[src/rtl/nbc_seq_tracker.sv]
// Receive-side tracker for the 7-step 2-bit sequence 0,3,1,2,2,1,3.
// Hunts for the 0 anchor, verifies LOCK_COUNT matches, then flywheels and counts errors while locked.
module nbc_seq_tracker #(
    parameter int LOCK_COUNT = 7,
    parameter int LOSS_COUNT = 3,
    parameter int CNT_W      = 8
) (
    input  logic             clock,
    input  logic             reset,
    input  logic [1:0]       in_data,
    input  logic             in_valid,
    input  logic             err_clr,
    output logic             locked,
    output logic [2:0]       phase,
    output logic             err_pulse,
    output logic             period_done,
    output logic [CNT_W-1:0] err_count
);

    typedef enum logic [1:0] {
        HUNT   = 2'd0,
        VERIFY = 2'd1,
        LOCKED = 2'd2
    } state_t;

    localparam logic [3:0] LOCK_C = 4'(LOCK_COUNT);
    localparam logic [3:0] LOSS_C = 4'(LOSS_COUNT);

    state_t     state_q, state_d;
    logic [2:0] exp_q, exp_d;
    logic [3:0] match_q, match_d;
    logic [3:0] miss_q, miss_d;
    logic [2:0] phase_d;
    logic       err_pulse_d;
    logic       period_done_d;
    logic       err_inc;
    logic [2:0] exp_next;
    logic       sample_ok;

    function automatic logic [1:0] seq_sym(input logic [2:0] idx);
        case (idx)
            3'd0:    seq_sym = 2'd0;
            3'd1:    seq_sym = 2'd3;
            3'd2:    seq_sym = 2'd1;
            3'd3:    seq_sym = 2'd2;
            3'd4:    seq_sym = 2'd2;
            3'd5:    seq_sym = 2'd1;
            3'd6:    seq_sym = 2'd3;
            default: seq_sym = 2'd0;
        endcase
    endfunction

    assign exp_next  = (exp_q == 3'd6) ? 3'd0 : exp_q + 3'd1;
    assign sample_ok = (in_data == seq_sym(exp_q));

    always_comb begin
        state_d       = state_q;
        exp_d         = exp_q;
        match_d       = match_q;
        miss_d        = miss_q;
        phase_d       = phase;
        err_pulse_d   = 1'b0;
        period_done_d = 1'b0;
        err_inc       = 1'b0;
        if (in_valid) begin
            case (state_q)
                HUNT: begin
                    phase_d = 3'd0;
                    if (in_data == 2'd0) begin
                        state_d = VERIFY;
                        exp_d   = 3'd1;
                        match_d = 4'd0;
                    end
                end
                VERIFY: begin
                    phase_d = 3'd0;
                    if (sample_ok) begin
                        exp_d   = exp_next;
                        match_d = match_q + 4'd1;
                        if (match_q + 4'd1 == LOCK_C) begin
                            state_d = LOCKED;
                            miss_d  = 4'd0;
                            phase_d = exp_q;
                        end
                    end else if (in_data == 2'd0) begin
                        exp_d   = 3'd1;
                        match_d = 4'd0;
                    end else begin
                        state_d = HUNT;
                        match_d = 4'd0;
                    end
                end
                LOCKED: begin
                    // Flywheel: the expected index advances whether or not the sample matched.
                    exp_d         = exp_next;
                    phase_d       = exp_q;
                    period_done_d = (exp_q == 3'd6);
                    if (sample_ok) begin
                        miss_d = 4'd0;
                    end else begin
                        err_pulse_d = 1'b1;
                        err_inc     = 1'b1;
                        miss_d      = miss_q + 4'd1;
                        if (miss_q + 4'd1 == LOSS_C) begin
                            state_d = HUNT;
                            phase_d = 3'd0;
                            miss_d  = 4'd0;
                            match_d = 4'd0;
                        end
                    end
                end
                default: begin
                    state_d = HUNT;
                    phase_d = 3'd0;
                end
            endcase
        end
    end

    always_ff @(posedge clock) begin
        if (reset) begin
            state_q     <= HUNT;
            exp_q       <= 3'd0;
            match_q     <= 4'd0;
            miss_q      <= 4'd0;
            phase       <= 3'd0;
            err_pulse   <= 1'b0;
            period_done <= 1'b0;
        end else begin
            state_q     <= state_d;
            exp_q       <= exp_d;
            match_q     <= match_d;
            miss_q      <= miss_d;
            phase       <= phase_d;
            err_pulse   <= err_pulse_d;
            period_done <= period_done_d;
        end
    end

    // Clear takes priority over a coincident increment.
    always_ff @(posedge clock) begin
        if (reset || err_clr) begin
            err_count <= '0;
        end else if (err_inc && (err_count != {CNT_W{1'b1}})) begin
            err_count <= err_count + 1'b1;
        end
    end

    assign locked = (state_q == LOCKED);

endmodule
[config.mk]
export PLATFORM = sky130hd
export DESIGN_NAME = nbc_seq_tracker
export DESIGN_NICKNAME = d
export VERILOG_FILES = /design/src/rtl/nbc_seq_tracker.sv
export SDC_FILE = /design/constraint.sdc
export NUM_CORES = 1
export LEC_CHECK = 0
export CAP_MARGIN = 10
export CORE_MARGIN = 2
export CORE_UTILIZATION = 32
export DETAILED_ROUTE_END_ITERATION = 6
export PLACE_DENSITY = 0.6
export REMOVE_ABC_BUFFERS = 1
export SYNTH_ARGS = -nofsm -noshare
export SYNTH_HDL_FRONTEND = slang
export SYNTH_SLANG_ARGS = --single-unit
[constraint.sdc]
create_clock -name clock -period 2.9 [get_ports clock]
set_input_delay 0.435 -clock clock [delete_from_list [all_inputs] [get_ports clock]]
set_output_delay 0.435 -clock clock [all_outputs]
set_load 0.1 [all_outputs]
==> impl_results.md, run 1 <==
- Outcome: completed
- Register area share after synthesis: 31.5%
- F_max: approximately 0.37 GHz
- I/O pin total: 20
- Most frequent cell after synthesis: dfxtp_1
- Final hold violations: 0
- CTS Buf Count: 3
- Synth warn: 0
- Syn Inst Count: 194
- Vias in the first global route: roughly 1,400
- Critical Path RT: 3.10 ns
- DRT iter0 DRCs: 77
- Placed cell count: 286
- Via-to-Cell Ratio: between 5 and 6
- PD cells: around 340 mW/mm^2
- Post-route cell area: between 0.0015 and 0.002 sq mm
- Fin crit share: 93.1%
- Crit path max-delay family: compound AO/OA/AOI/OAI gates
- Clock slew at reported path FFs: about 0.10 ns
- Reg-to-Reg Start: exp_q[1]
- Mean Syn Cell Area: 8.51 sq um
- Critical path startpoint category: flip-flop
- CORE AREA: 0.00504 sq mm
- CTS tree: yes
- H-tree Lvls: 1
- Die Area: approximately 0.0058 sq mm
- Synth Register Bits: 26
- Worst relative slew slack: 53.6%
- Cell-by-cell trace of the critical path: inv_1 > ha_2 > a21oi_1 > a21o_2 > a21o_4 > o31ai_4 > nand3_2 > or4_1 > a21oi_1
- CTS Buffer Depth: 2
- Routed length per placed instance: approximately 13 um
- Final setup margin: around 0.2 ns
- Adder-cell share of the synthesized area: roughly a tenth
- Root cell of the clock tree: clkbuf_8
- Top cells by area, synth: dfxtp_1, ha_1, nor2_1
- Maxcap violations: 0
- Min-Delay Path Depth: 1
- PortBufs: 19
- Main synth FF type: dfxtp_1
- Synth cell count leaders: dfxtp_1, nor2_1, nand2_1
- Yosys cell types: 52
- Pre-CTS WS: roughly 0.13 ns
- Share of layout cells above drive strength 1: 19.6%
- Post-synthesis mux area share: approximately 2.5%
- DRT antenna net count: 0
- Drt pass-1 iters: 4
- Hold Slack: ~0.5 ns
- Largest family of logic cells by synthesized area: compound AO/OA/AOI/OAI gates
- Hold bufs inserted after CTS: 0
- Final setup fails: 0
- Worst Setup End Kind: flip-flop
- Compound-Gate Fraction of Synth Area: 25.4%
- Synthesized area: 0.00165 sq mm
- Insertion delay to the later sink of the worst-skew pair: 0.27 ns
- Critical path's most frequent cell: a21oi_1
- Setup Buffers After CTS: 0
- DRT Wirelength: 3.84 mm
- Yosys top cell by area: dfxtp_1
- Placed inst area: around 0.0019 sq mm
- Crit path time final: 2.70 ns
- Buf/Inv on CP: 1
- Unrepaired setup endpoints after global routing: false
- Final RePlAce weighted congestion: 0.871
- CP Class: flip-flop to flip-flop
- Critical-path top delay cell: ha_2
- Die Y: 75.8 um
- Clock skew: 0.00755 ns
- Layout Nets: 240
- Post-DP HPWL: 2.91 mm
- Largest net degree at the start of global routing: 17
- Leak: between 0.0007 and 0.0008 uW
- Synth async-reset ratio: 0%
- Row count: 26
- P&R area growth vs syn: 20.5%
- Non-filler instance count after layout: slightly below 300
- R2r setup slk: between 0.2 and 0.25 ns
- Worst path arrival time: roughly 2.9 ns
- Via count: 1,478
- Final Max Slew Viols: 0
- Setup_tns: 0 ns
- Post-synth EDFFs: 0
- Antenna Cells: 0
- Remaining routing DRC violations: 0
- Hold EP: phase[1]
- Simple-gate share of the synthesized area: 21.2%
- Total congestion overflow: 0
- Hold_sp: phase[1]
- FILL cells: 512
- Area share of the largest cell type after synthesis: 31.5%
- CP Max Fanout: 7
- Clock sinks: 26
- DIE WIDTH: 75.8 um
- R2r endpoint: match_q[3]
- Initial antenna violation count: 0
- Initial Util: 32.8%
- Total track usage: between 10% and 20%
- Xor and xnor fraction of the mapped netlist area: between 4 and 5%
- Hold WC Path Type: flip-flop to flip-flop
- Crit path largest cell delay: ~0.42 ns
- Worst Tran Pin Value: 0.694 ns
- Worst r2r path cells: 9
- Max rail drop VDD: between 0.15 and 0.2 mV
- Global-route wire length before repair: 6.64 mm
-- state kept, by name, indices dropped and copies added, names as in the netlist --
name,cells
match_q,4
err_count,8
exp_q,3
phase,3
err_pulse,1
miss_q,4
period_done,1
state_q,2
-- logic make-up (layout without fill, tap and decap cells) --
kind of cell,Yosys count,in the layout
adder cells (fa/ha/maj),13,13
multiplexers,4,4
buffers and inverters,18,43
XOR/XNOR,8,8
flip-flops,26,26
AND/OR/NAND/NOR,72,72
AO/OA/AOI/OAI,53,53
-- worst max-delay path by stage --
stage                         endpoint        from  depth (start not counted)  slack [ns]
after floorplan           err_count[5]  state_q[0]                          7        0.24
after detailed placement    match_q[3]    exp_q[1]                          9        0.13
after global placement      match_q[3]  in_data[0]                          8        0.21
after global routing        match_q[3]    exp_q[0]                         10        0.03
final                       match_q[3]    exp_q[1]                          9        0.20
after CTS                   match_q[3]    exp_q[1]                          9        0.10
-- cell type report --
class                   instances  area [sq um]  area share (%)
repair buffers                 27           215            10.8
clock buffers                   3          41.3            2.08
flip-flops and latches         26           520            26.2
inverters                      13          48.8            2.45
multi-input cells             150          1080            54.1
well taps                      70          87.6            4.40
-- cells in the final DEF (no fill, tap or decap), drive strengths merged, types with 3 or more instances in the layout --
master and n:
a211oi 4, a21oi 13, a22o 4, a41o 3, and3 3, buf 22, clkbuf 3, clkdlybuf4s50 5
dfxtp 26, ha 13, inv 13, mux2i 3, nand2 18, nand3 9, nand4 4, nor2 22
nor2b 5, o21ai 8, o31ai 3, or3 3, xnor2 4, xor2 4
-- report_power, final --
part           switching [uW]  internal, uW  total [uW]
clock network             120          93.3         213
registers                2.96           360         363
logic                    62.9          40.1         103
-- routing by layer --
layer,routed length (um),part of all wire (%),vias up,track usage [%]
met4,18,0.47,0,2.92
met1,1970,51,684,20.7
li1,-,-,762,-
met5,0,0,-,0
met3,140,3.6,2,2.65
met2,1700,44,30,24.8
-- what timing repair did --
item                                   CTS  global route
setup endpoints to repair                0             6
resized for setup                        0             5
endpoints found under the hold margin    0             0
-- through the flow --
step,util [%],power (uW)
after floorplan,-,431
after global placement,38.0,469
after detailed placement,38.0,469
after CTS,38.8,685
after global routing,39.5,719
final,39.5,679
Power figures use the tool's default switching activity.
==> run 2: changes to the inputs <==
TNS_END_PERCENT = 10   (was unset)
==> results of run 2 <==
Final layout, timing and power as in run 1 (identical DEF).
==> run 3: changes to the inputs <==
--- a/config.mk
+++ b/config.mk
@@ -11,5 +11,4 @@
 export DETAILED_ROUTE_END_ITERATION = 6
 export PLACE_DENSITY = 0.6
-export REMOVE_ABC_BUFFERS = 1
 export SYNTH_ARGS = -nofsm -noshare
 export SYNTH_HDL_FRONTEND = slang
==> constraint.sdc (replaced) <==
create_clock -name clock -period 2.9 [get_ports clock]
set_input_delay 0.435 -clock clock [delete_from_list [all_inputs] [get_ports clock]]
set_output_delay 0.435 -clock clock [all_outputs]
set_load 0.02 [all_outputs]
==> run 3 against run 2 <==
  * Utilization is 0.99 points higher
  * Flip-flop and latch count stayed put
  * Critical endpoint unchanged
  * Combinational power hardly changed
  * Routed wire length is 2.3% lower
  * Critical path type unchanged
  * Fmax is 2.2% lower
  * Sequential share of layout area is 0.64 points lower
  * Critical path depth stayed put
==> impl_results.md, run 3 (synthesis results as in run 1) <==
- R2r setup slk: 0.14 ns (-0.06 ns)
- Worst r2r path cells: 9 (unchanged)
- Post-DP HPWL: 2.84 mm (-2.2%)
- Non-filler instance count after layout: 290 (+0.35%)
- Antenna Cells: 0 (unchanged)
- Worst Setup End Kind: flip-flop
- Total track usage: 14.1% (-0.94 points)
- Initial Util: 32.8% (unchanged)
- Critical path startpoint category: flip-flop
- Hold bufs inserted after CTS: 0 (unchanged)
- Remaining routing DRC violations: 0 (unchanged)
- H-tree Lvls: 1 (unchanged)
- DIE WIDTH: 75.8 um (unchanged)
- Maxcap violations: 0 (unchanged)
- Total congestion overflow: 0 (unchanged)
- P&R area growth vs syn: 23.5%
- Biggest regs: err_count (8), match_q (4), miss_q (4)
- DRT Wirelength: 3.75 mm (-2.3%)
- Reg-to-Reg Start: exp_q[0]
- CP Class: flip-flop to flip-flop
- Max rail drop VDD: 0.184 mV (+5.9%)
- F_max: 0.363 GHz (-2.2%)
- Final hold violations: 0 (unchanged)
- R2r endpoint: match_q[3]
- CTS resizes: 0 (unchanged)
- Die Area: 0.00575 sq mm (unchanged)
- Max reg flops: 8 (unchanged)
- PD cells: 376 mW/mm^2 (+10%)
- Leak: 0.000737 uW (-1.8%)
- Syn nets: 213
- Hold_sp: phase[1]
- Hold Slack: 0.492 ns (-0.00112 ns)
- Clock sinks: 26 (unchanged)
- Outcome: completed
- Vias in the first global route: 1,354 (-4.1%)
- Final Max Slew Viols: 0 (unchanged)
- Via count: 1,458 (-1.4%)
- Setup Buffers After CTS: 0 (unchanged)
- Crit path time final: 2.76 ns (+0.0595 ns)
- Min-Delay Path Depth: 1 (unchanged)
- Clock slew at reported path FFs: 0.09 ns (about the same)
- Worst relative slew slack: 57.5% (+3.9 points)
- FILL cells: 515 (+0.59%)
- Initial antenna violation count: 0 (unchanged)
- CTS Buf Count: 3 (unchanged)
- Share of layout cells above drive strength 1: 12.3% (-7.4 points)
- CORE AREA: 0.00504 sq mm (unchanged)
- Drt pass-1 iters: 4 (unchanged)
- Routed length per placed instance: 12.9 um (-2.6%)
- Global-route wire length before repair: 6.27 mm (-5.6%)
- Insertion delay to the later sink of the worst-skew pair: 0.27 ns (about the same)
- Final setup fails: 0 (unchanged)
- Largest net degree at the start of global routing: 17 (unchanged)
- DRT iter0 DRCs: 80 (+3.9%)
- PortBufs: 19 (unchanged)
- Die Y: 75.8 um (unchanged)
- Layout Nets: 240 (unchanged)
- Commonest cells after routing, fill and taps aside: dfxtp_1, nor2_1, clkdlybuf4s50_1, nand2_1
- DRT antenna net count: 0 (unchanged)
- CTS Buffer Depth: 2 (unchanged)
- Row count: 26 (unchanged)
- CP Max Fanout: 7 (unchanged)
- CP startpoint: exp_q[0]
- Fin crit share: 95.1% (+2.1 points)
- Root cell of the clock tree: clkbuf_8
- Hold EP: phase[1]
- Biggest register: err_count
- Clock skew: 0.00291 ns (-0.00465 ns)
- Worst Tran Pin Value: 0.636 ns (-0.0587 ns)
- Unrepaired setup endpoints after global routing: true
- Placed cell count: 286 (unchanged)
- I/O pin total: 20 (unchanged)
- Critical Path RT: 3.10 ns (about the same)
- Hold WC Path Type: flip-flop to flip-flop
- CTS tree: yes
- Via-to-Cell Ratio: 5.03 (-1.7%)
- Leading cell type in the layout, fill and taps excluded: dfxtp_1
- Worst path arrival time: 2.96 ns (+0.06 ns)
- Final RePlAce weighted congestion: 0.807 (-7.4%)
## run 3: cell type report
cell class / instances / area, sq um / area share (%)
Timing Repair Buffer: 27 / 250 / 12.3
Clock buffer: 3 / 41.3 / 2.02
Inverter: 13 / 48.8 / 2.39
Multi-Input combinational cell: 150 / 1060 / 52.0
Clock inverter: 1 / 30.0 / 1.47
Sequential cell: 26 / 520 / 25.5
Tap cell: 70 / 87.6 / 4.29
## run 3: worst max path at each step
stage	end	slack, ns	cells past startpoint
2_1_floorplan	match_q[3]	0.34	9
3_3_place_gp	phase[0]	0.20	8
3_5_place_dp	match_q[3]	0.17	9
4_1_cts	match_q[3]	0.11	9
5_1_grt	match_q[3]	-0.09	9
6_report	match_q[3]	0.14	9
## run 3: layer usage
| metal | part of all wire [%] | vias to the layer above | wire length, um | GRT usage (%) |
|---|---|---|---|---|
| met4 | 1.1 | 0 | 40 | 3.51 |
| met2 | 43 | 20 | 1630 | 21.3 |
| li1 | - | 753 | - | - |
| met5 | 0 | - | 0 | 0 |
| met1 | 53 | 680 | 1990 | 21.1 |
| met3 | 2.3 | 5 | 88 | 1.98 |
## run 3: critical path: stages, from the launching register on
cell and delay, ns:
dfxtp_1 0.40, inv_1 0.08, ha_1 0.42, xor2_1 0.36
nor2_1 0.16, a21o_4 0.27, o31ai_4 0.28, nand3_2 0.16
or4_1 0.41, a21oi_1 0.15
## run 3: report_power, final
part | internal, uW | switching (uW) | total, uW
registers | 360 | 2.97 | 363
logic | 38.1 | 61.6 | 99.7
clock network | 185 | 119 | 304
## run 3: per-stage QoR
| stage | utilization, % | total power (uW) | setup TNS (ns) | setup WS, ns | instance area [sq um] |
|---|---|---|---|---|---|
| 6_report | 40.4 | 767 | 0 | 0.142 | 2040 |
| 5_1_grt | 40.4 | 800 | -0.0945 | -0.0945 | 2040 |
| 4_1_cts | 40.1 | 771 | 0 | 0.113 | 2020 |
| 3_5_place_dp | 38.7 | 467 | 0 | 0.173 | 1950 |
| 3_3_place_gp | 38.7 | 466 | 0 | 0.196 | 1950 |
| 2_1_floorplan | - | 437 | 0 | 0.337 | 1650 |
